### config.mk
export PLATFORM = sky130hd
export DESIGN_NAME = regfile_2r1w
export DESIGN_NICKNAME = d
export VERILOG_FILES = /design/src/rtl/regfile_pkg.sv /design/src/rtl/regfile_2r1w_reg_word.sv /design/src/rtl/regfile_2r1w.sv
export SDC_FILE = /design/constraint.sdc
export NUM_CORES = 1
export LEC_CHECK = 0
export ABC_AREA = 1
export CAP_MARGIN = 30
export CORE_MARGIN = 3
export CORE_UTILIZATION = 30
export DETAILED_ROUTE_END_ITERATION = 16
export GPL_TIMING_DRIVEN = 0
export SLEW_MARGIN = 20
export SYNTH_ARGS = -nofsm -noshare
export SYNTH_HDL_FRONTEND = slang
export SYNTH_SLANG_ARGS = --single-unit
### constraint.sdc
create_clock -name clk -period 1 [get_ports clk]
set_clock_uncertainty 0.1 [all_clocks]
set_input_delay 0.15 -clock clk [delete_from_list [all_inputs] [get_ports clk]]
set_output_delay 0.15 -clock clk [all_outputs]
set_load 0.01 [all_outputs]
### src/rtl/regfile_pkg.sv
// Shared constants and types for the 2-read/1-write register file.
package regfile_pkg;

    localparam int DEF_WIDTH = 16;
    localparam int DEF_DEPTH = 8;
    localparam int DEF_ADDR_W = $clog2(DEF_DEPTH);

    // Index of the hard-wired zero register.
    localparam int REG_ZERO = 0;

    typedef logic [DEF_WIDTH-1:0]  word_t;
    typedef logic [DEF_ADDR_W-1:0] addr_t;

endpackage

### src/rtl/regfile_2r1w_reg_word.sv
// Single storage word with write enable and asynchronous active-low clear.
module reg_word #(
    parameter int WIDTH = regfile_pkg::DEF_WIDTH
) (
    input  logic             clk,
    input  logic             rst_n,
    input  logic             wr_en_i,
    input  logic [WIDTH-1:0] wr_data_i,
    output logic [WIDTH-1:0] word_o
);

    logic [WIDTH-1:0] word_q;

    // NOTE: non-blocking (<=) for all flop state so every word samples its inputs
    // from before the edge; blocking here would create simulation ordering races.
    always_ff @(posedge clk or negedge rst_n) begin
        if (!rst_n) begin
            word_q <= '0;
        end else if (wr_en_i) begin
            word_q <= wr_data_i;
        end
    end

    assign word_o = word_q;

endmodule

### src/rtl/regfile_2r1w.sv
// Register file, one write port and two registered read ports; r0 reads as zero.
// Define REGFILE_BYPASS_EN to forward same-edge write data to a matching read.
module regfile_2r1w
    import regfile_pkg::*;
#(
    parameter  int WIDTH  = DEF_WIDTH,
    parameter  int DEPTH  = DEF_DEPTH,
    localparam int ADDR_W = $clog2(DEPTH)
) (
    input  logic              clk,
    input  logic              rst_n,
    input  logic              wr_en,
    input  logic [ADDR_W-1:0] wr_addr,
    input  logic [WIDTH-1:0]  wr_data,
    input  logic              rd_en_a,
    input  logic [ADDR_W-1:0] rd_addr_a,
    output logic [WIDTH-1:0]  rd_data_a,
    output logic              rd_valid_a,
    input  logic              rd_en_b,
    input  logic [ADDR_W-1:0] rd_addr_b,
    output logic [WIDTH-1:0]  rd_data_b,
    output logic              rd_valid_b
);

    localparam logic [ADDR_W-1:0] ZERO_ADDR = ADDR_W'(REG_ZERO);

    logic [WIDTH-1:0] regs [DEPTH];
    logic [DEPTH-1:0] wr_sel;

    always_comb begin
        // NOTE: every always_comb output gets a default first so no path leaves
        // it unassigned, which would otherwise infer a latch.
        wr_sel = '0;
        if (wr_en && (wr_addr != ZERO_ADDR)) begin
            wr_sel[wr_addr] = 1'b1;
        end
    end

    assign regs[REG_ZERO] = '0;

    // NOTE: storage words are cleared by the async reset; this is intentional,
    // since software relies on every register reading 0 after reset.
    for (genvar i = 1; i < DEPTH; i++) begin : g_word
        reg_word #(.WIDTH(WIDTH)) u_word (
            .clk       (clk),
            .rst_n     (rst_n),
            .wr_en_i   (wr_sel[i]),
            .wr_data_i (wr_data),
            .word_o    (regs[i])
        );
    end

    function automatic logic [WIDTH-1:0] read_word(input logic [ADDR_W-1:0] addr);
        logic [WIDTH-1:0] value;
        value = regs[addr];
`ifdef REGFILE_BYPASS_EN
        if (wr_en && (wr_addr == addr) && (addr != ZERO_ADDR)) begin
            value = wr_data;
        end
`endif
        return value;
    endfunction

    logic [WIDTH-1:0] rd_data_a_q, rd_data_a_d;
    logic [WIDTH-1:0] rd_data_b_q, rd_data_b_d;
    logic             rd_valid_a_q, rd_valid_b_q;

    always_comb begin
        rd_data_a_d = rd_data_a_q;
        rd_data_b_d = rd_data_b_q;
        if (rd_en_a) rd_data_a_d = read_word(rd_addr_a);
        if (rd_en_b) rd_data_b_d = read_word(rd_addr_b);
    end

    always_ff @(posedge clk or negedge rst_n) begin
        if (!rst_n) begin
            rd_data_a_q  <= '0;
            rd_data_b_q  <= '0;
            rd_valid_a_q <= 1'b0;
            rd_valid_b_q <= 1'b0;
        end else begin
            rd_data_a_q  <= rd_data_a_d;
            rd_data_b_q  <= rd_data_b_d;
            rd_valid_a_q <= rd_en_a;
            rd_valid_b_q <= rd_en_b;
        end
    end

    assign rd_data_a  = rd_data_a_q;
    assign rd_data_b  = rd_data_b_q;
    assign rd_valid_a = rd_valid_a_q;
    assign rd_valid_b = rd_valid_b_q;

endmodule

==> metrics.md, run 1 <==
| Metric | Value |
|---|---|
| Final period util | `122%` |
| Max Transition Viols Final | `0` |
| Max Fclk | `approximately 800 MHz` |
| Pwr Total | `approximately 19000 uW` |
| Full die area | `approximately 0.028 mm^2` |
| Row count | `57` |
| Gate power share | `23.8%` |
| Syn nets | `~1100` |
| CP Max Fanout | `2` |
| Failing checks | `negative hold slack, negative setup slack` |
| R2r setup slk | `-0.14 ns` |
| Psw | `a little over 6000 uW` |
| Part of the power in registers | `39.7%` |
| First-pass GRT wire length | `between 40000 and 50000 um` |
| CP startpoint kind | `flop` |
| Internal | `about 13000 uW` |
| Nets | `1256` |
| Clock buffers created by TritonCTS | `17` |
| Setup_tns | `-8.40 ns` |
| Post-synth top area share | `between 40% and 50%` |
| Max clock buf depth | `2` |
| IO Pins | `64` |
| Post-synth ARST share | `100%` |
| Vias per cell | `between 4 and 5` |
| Placed Area | `0.00875 mm^2` |
| Count leader, synth | `nand2_1` |
| DP HPWL | `between 15000 and 20000 um` |
| Register area | `around 0.0037 mm^2` |
| Die W | `between 150 and 200 um` |
| CP peak stage delay | `roughly 0.39 ns` |
| Tot GR Track Use | `between 20% and 30%` |
| Finish-stage setup viols | `between 60 and 70` |
| CTS H-Tree Depth | `4` |
| Worst-skew pair later-pin latency | `between 0.4 and 0.5 ns` |
| Largest net degree at the start of global routing | `77` |
| CTS tree | `yes` |
| GPL Wtd Cong | `just over 0.9` |
| Delay-heaviest family, CP | `flip-flops` |
| Layout cells sized above 1 | `roughly 29%` |
| Root buffer cell | `clkbuf_16` |
| RSZ-0062 raised after global routing | `yes` |
| Core Util, Final | `42.2%` |
| Total wire length | `about 28000 um` |
| DRC | `0` |
| I/O Buffers | `63` |
| Crit path buf inv count | `1` |
| Vias in the first global route | `a little under 8000` |
| Mapped cell area | `between 0.007 and 0.008 mm^2` |
| Commonest cells post-synth | `nand2_1 (485), dfrtp_1 (146), nand3_1 (129)` |
| Crit path arrival time | `just under 1 ns` |
| Final Hold Fails | `70` |
| Critical path class | `reg -> out` |
| Multi-input gate area | `0.00392 mm^2` |
| Clk sinks | `about 150` |
| Fillers | `between 2000 and 3000` |
| EDFF count, synth | `0` |
| Mapped Cells | `1084` |
| Fin crit period | `approximately 1.2 ns` |
| Worst vdd ir | `between 1 and 1.5 mV` |
| Routed len/inst | `18.0 um` |
| Netlist cell types | `19` |
| Synth warn | `0` |
| Core area | `about 0.025 mm^2` |
| Number of synthesized register bits | `between 100 and 150` |
| Hold Path Class | `in -> async` |
| Main synth FF type | `dfrtp_1` |
| Worst EP required | `around 0.75 ns` |
| Sw Share | `between 30% and 40%` |
| PD cells | `about 1900 mW/mm^2` |
| Ant. Diodes | `0` |
| Status | `finished, violations left` |
| Register area share after synthesis | `47.6%` |
| Final hold slack | `-0.425 ns` |
| Die Ht | `approximately 170 um` |
| Clock Power Share | `between 30% and 40%` |
| Leak Pwr | `0.00527 uW` |
| Clk pin slew, worst setup/hold paths | `roughly 0.060 ns` |
| Measured slew at the worst slew-check pin | `around 0.57 ns` |
| Max_slew headroom | `62.3%` |
| Mapped Avg Cell Area | `approximately 7.1 um^2` |
| Vias | `just under 8000` |
| Pre-Repair DR Iteration Count | `5` |
| Worst Setup Slack, final | `-0.218 ns` |
| Synth area leader | `dfrtp_1` |
| CP Cell Sequence | `buf_2` |
| Initial Util | `between 30% and 40%` |
| CP max-delay cell | `dfrtp_1` |
| CP endpoint kind | `output port` |
| Initial antenna violation count | `0` |
| 1st-iter DRT viols | `just over 800` |
| Area added between synthesis and finish | `36.1%` |
| Final std cell area, no fill | `~0.010 mm^2` |
| Overflow after GRT | `0` |
| Area contributors post-synth | `dfrtp_1 (48%), nand2_1 (24%), nand3_1 (8.4%)` |
| # Max-Cap Violations | `0` |
| ANT nets after route | `0` |
routing by layer:
layer | global-route usage [%] | up-vias | share of wire, %
met4 | 9.55 | 0 | 4.2
met3 | 4.00 | 63 | 7.6
met2 | 31.2 | 338 | 44
met5 | 0 | - | 0
li1 | - | 3687 | -
met1 | 28.4 | 3720 | 44
registers in the layout, summed over array words and instances, names as in the netlist:
signal,flops
rd_data_b,16
g_word.u_word.word_o,112
rd_data_a,16
rd_valid_a,1
rd_valid_b,1
power by group through the flow:
stage	Sequential, uW	Clock (uW)	Combinational [uW]
final	7740	7120	4640
after CTS	7690	7140	4230
after detailed placement	7800	0	3770
after global routing	7870	7440	5180
after global placement	7780	0	3690
after floorplan	7710	0	2260
logic make-up (layout without fill, tap and decap cells):
family,after synthesis,after routing,synth area share (%)
compound gates,112,112,7.98
flops,146,146,47.6
simple gates,699,699,36.5
buf+inv,127,282,7.90
path summary, 6_finish.rpt:
kind | cells after the start | startpoint | endpoint
setup / recovery | 1 | rd_data_b[9] | rd_data_b[9]
hold / removal | 1 | rst_n | g_word[4].u_word.word_o[5]
setup reg to reg | 6 | g_word[5].u_word.word_o[7] | rd_data_a[7]
hold reg to reg | 2 | rd_data_b[8] | rd_data_b[8]
max in group asynchronous | 2 | rst_n | g_word[1].u_word.word_o[3]
min in group clk | 5 | wr_addr[2] | g_word[3].u_word.word_o[0]
stage by stage:
stage / cells / setup WS [ns]
2_1_floorplan: 1084 / -0.00121
3_3_place_gp: 1471 / -6.46
3_5_place_dp: 1472 / -1.07
4_1_cts: 1542 / -0.228
5_1_grt: 1563 / -0.257
6_report: 1563 / -0.218
worst reg2reg max path: cells and delay by family (launching register included):
kind	cells	cell delay, ns
DFF	1	0.40
and+or+nand+nor	6	0.53
cell type report:
cell class,instances,share of cell area [%]
flip-flops and latches,146,35.0
multi-input cells,811,37.5
inverters,58,2.15
plain buffers,69,6.10
well taps,324,3.88
clock inverters,14,2.02
repair buffers,123,9.23
clock buffers,18,4.20
layout by cell type, fill, tap and decap left out, drive strengths merged:
cell type / count
nand3: 130
dfrtp: 146
clkbuf: 38
nor3: 1
nand2: 485
dlygate4sd2: 2
clkinvlp: 4
nor2: 83
clkdlybuf4s15: 6
clkdlybuf4s50: 18
clkinv: 7
buf: 146
a21oi: 16
inv: 56
o21ai: 96
bufinv: 5
timing repair:
| action | 4_1_cts | 5_1_grt |
|---|---|---|
| buffers inserted | 36 | 21 |
| pin swaps | 83 | 63 |
| setup endpoints to repair | 178 | 162 |
| resized for setup | 320 | 73 |
| cloned | 2 | 0 |
| hold endpoints to repair | 70 | 70 |
Note: power is estimated with default switching activity, not from simulation.
==> run 2: changes to the inputs <==
--- a/config.mk
+++ b/config.mk
@@ -8,9 +8,11 @@
 export ABC_AREA = 1
 export CAP_MARGIN = 30
 export CORE_MARGIN = 3
-export CORE_UTILIZATION = 30
+export CORE_UTILIZATION = 45
+export CTS_CLUSTER_DIAMETER = 120
 export DETAILED_ROUTE_END_ITERATION = 16
 export GPL_TIMING_DRIVEN = 0
+export PLACE_DENSITY = 0.67
 export SLEW_MARGIN = 20
 export SYNTH_ARGS = -nofsm -noshare
 export SYNTH_HDL_FRONTEND = slang
==> run 2 against run 1 <==
- the run still ends with negative hold slack, negative setup slack left
- sequential share of layout area rose by 0.16 points
- cell area fell by 0.49%
- critical endpoint is now rd_data_a[12]
- sequential power barely moved
==> metrics.md, run 2 (synthesis gave the netlist of run 1 again) <==
| Metric | Value |
|---|---|
| Status | `finished, violations left` |
| Failing checks | `negative hold slack, negative setup slack` |
| Core area | `0.0166 mm^2 (-33%)` |
| Routed len/inst | `17.8 um (-1.5%)` |
| Largest net degree at the start of global routing | `75 (-2.6%)` |
| Row count | `47 (-18%)` |
| Initial Util | `46.1% (+15 points)` |
| Pre-Repair DR Iteration Count | `5 (unchanged)` |
| CTS H-Tree Depth | `4 (unchanged)` |
| IO Pins | `64 (unchanged)` |
| Routed met3 length | `2110 um (-0.94%)` |
| Layout cells sized above 1 | `28.5% (-0.21 points)` |
| Fin crit period | `1.23 ns (+0.0133 ns)` |
| Finish-stage setup viols | `67 (+1.5%)` |
| Flip-flop count of the largest register after layout | `112 (unchanged)` |
| First-pass GRT wire length | `40400 um (-8.8%)` |
| Vias | `7895 (+1.1%)` |
| M1 WL | `11000 um (-11%)` |
| DP HPWL | `17900 um (-6.9%)` |
| Clk pin slew, worst setup/hold paths | `0.06 ns (about the same)` |
| Commonest cells after routing, fill and taps aside | `nand2_1 (438), dfrtp_1 (146), buf_4 (90), o21ai_0 (81), nor2_1 (80)` |
| Root buffer cell | `clkbuf_16` |
| Total wire length | `26100 um (-7.5%)` |
| Die W | `137 um (-18%)` |
| Non-Filler Instances | `1468 (-6.1%)` |
| CTS hold repair buffers | `1` |
| Worst EP required | `0.75 ns (about the same)` |
| Area added between synthesis and finish | `35.5%` |
| CP Max Fanout | `2 (unchanged)` |
| 1st-iter DRT viols | `939 (+16%)` |
| DRC | `0 (unchanged)` |
| CTS tree | `yes` |
| Nets | `1266 (+0.80%)` |
| Clock buffers created by TritonCTS | `17 (unchanged)` |
| Tot GR Track Use | `28.8% (+8.2 points)` |
| Max Fclk | `812 MHz (-1.1%)` |
| Crit path arrival time | `0.98 ns (about the same)` |
| GPL Wtd Cong | `0.944 (+3.2%)` |
| Clk sinks | `146 (unchanged)` |
| Final period util | `123% (+1.3 points)` |
| CP endpoint kind | `output port` |
| Max Used Layer | `met4` |
| ANT nets after route | `0 (unchanged)` |
| Ant. Diodes | `0 (unchanged)` |
| Max_slew headroom | `61.3% (-0.98 points)` |
| Full die area | `0.0187 mm^2 (-32%)` |
| Leak Pwr | `0.00531 uW (+0.88%)` |
| RSZ-0062 raised after global routing | `yes` |
| # Max-Cap Violations | `0 (unchanged)` |
| Max Transition Viols Final | `0 (unchanged)` |
| CP max-delay cell | `dfrtp_1` |
| Final Hold Fails | `72 (+2.9%)` |
| Metal2 WL | `12000 um (-3.8%)` |
| Initial antenna violation count | `0 (unchanged)` |
| Commonest non-fill, non-tap cell in the layout | `nand2_1` |
| Die Ht | `137 um (-18%)` |
| I/O Buffers | `63 (unchanged)` |
| Worst reg2reg path depth | `6 (unchanged)` |
| Overflow after GRT | `0 (unchanged)` |
| Max clock buf depth | `2 (unchanged)` |
| Measured slew at the worst slew-check pin | `0.580 ns (+0.0148 ns)` |
| Hold Path Class | `in -> async` |
| Core Util, Final | `62.5% (+20 points)` |
| Worst Setup Slack, final | `-0.231 ns (-0.0133 ns)` |
| Placed Cells incl. Taps | `1368 (-7.1%)` |
| Worst vdd ir | `1.39 mV (+30%)` |
| CP startpoint kind | `flop` |
| CP Depth | `1 (unchanged)` |
| Delay-heaviest family, CP | `flip-flops` |
| Critical path class | `reg -> out` |
| Crit path buf inv count | `1 (unchanged)` |
| Vias per cell | `5.38 (+7.7%)` |
| R2r setup slk | `-0.11 ns (+0.03 ns)` |
| CP Cell Sequence | `buf_2` |
| Worst-skew pair later-pin latency | `0.44 ns (about the same)` |
| Final hold slack | `-0.422 ns (+0.00317 ns)` |
| PD cells | `1870 mW/mm^2 (+0.23%)` |
| CP peak stage delay | `0.40 ns (about the same)` |
| Vias in the first global route | `7378 (-4.1%)` |
-- run 2: cell types whose count changed in the layout (fill, tap and decap cells not counted), moves of 3 or more --
cell | before | now
nand2_2 | 52 | 46
clkdlybuf4s15_2 | 3 | 0
buf_2 | 36 | 33
clkbuf_2 | 5 | 10
clkinv_2 | 4 | 1
buf_8 | 1 | 4
nand3_1 | 64 | 61
dlygate4sd2_1 | 2 | 5
buf_4 | 84 | 90
nand3_2 | 64 | 68
nand2_1 | 432 | 438
-- run 2: final timing paths --
path | from | to
setup / recovery | rd_data_a[12] | rd_data_a[12]
hold reg to reg | rd_data_b[0] | rd_data_b[0]
hold / removal | rst_n | g_word[3].u_word.word_o[9]
min in group clk | wr_addr[2] | g_word[6].u_word.word_o[15]
max in group asynchronous | rst_n | g_word[6].u_word.word_o[2]
setup reg to reg | g_word[6].u_word.word_o[12] | rd_data_b[12]
-- run 2: power breakdown --
| group | switching [uW] | leakage, uW | internal (uW) |
|---|---|---|---|
| Sequential | 782 | 0.00180 | 6970 |
| Clock | 2500 | 0.000311 | 4490 |
| Combinational | 2610 | 0.00320 | 2080 |
-- run 2: final cells by class --
type	count	area, um^2
clock inverter	8	149
inverter	58	225
fill	1518	6240
clock buffer	23	498
timing repair buffer	133	1120
multi-input combinational	811	3910
sequential	146	3650
tap	220	275
buffer	69	578
-- run 2: layer usage --
layer,GRT usage (%),vias up
met5,0,-
met4,12.4,0
met3,5.00,58
met2,45.1,339
met1,39.4,3780
li1,-,3718
-- run 2: repair_timing --
item | 4_1_cts | 5_1_grt
resized for setup | 300 | 84
hold endpoints to repair | 73 | 72
setup endpoints to repair | 178 | 124
setup buffers | 35 | 31
pin swaps | 87 | 74
cloned | 2 | 0
-- run 2: through the flow --
step                power (uW)  setup slack [ns]  hold WS, ns  setup TNS, ns  area, um^2
floorplan                 9970          -0.00121       -0.246        -0.0100        7680
global placement         11400             -6.30        0.364       -1023.17        8590
detailed placement       11500            -0.943       0.0584        -108.89        8620
CTS                      18800            -0.233       -0.398          -8.49        9930
global route             20400            -0.238       -0.374         -10.97       10400
finish                   19400            -0.231       -0.422          -8.63       10400
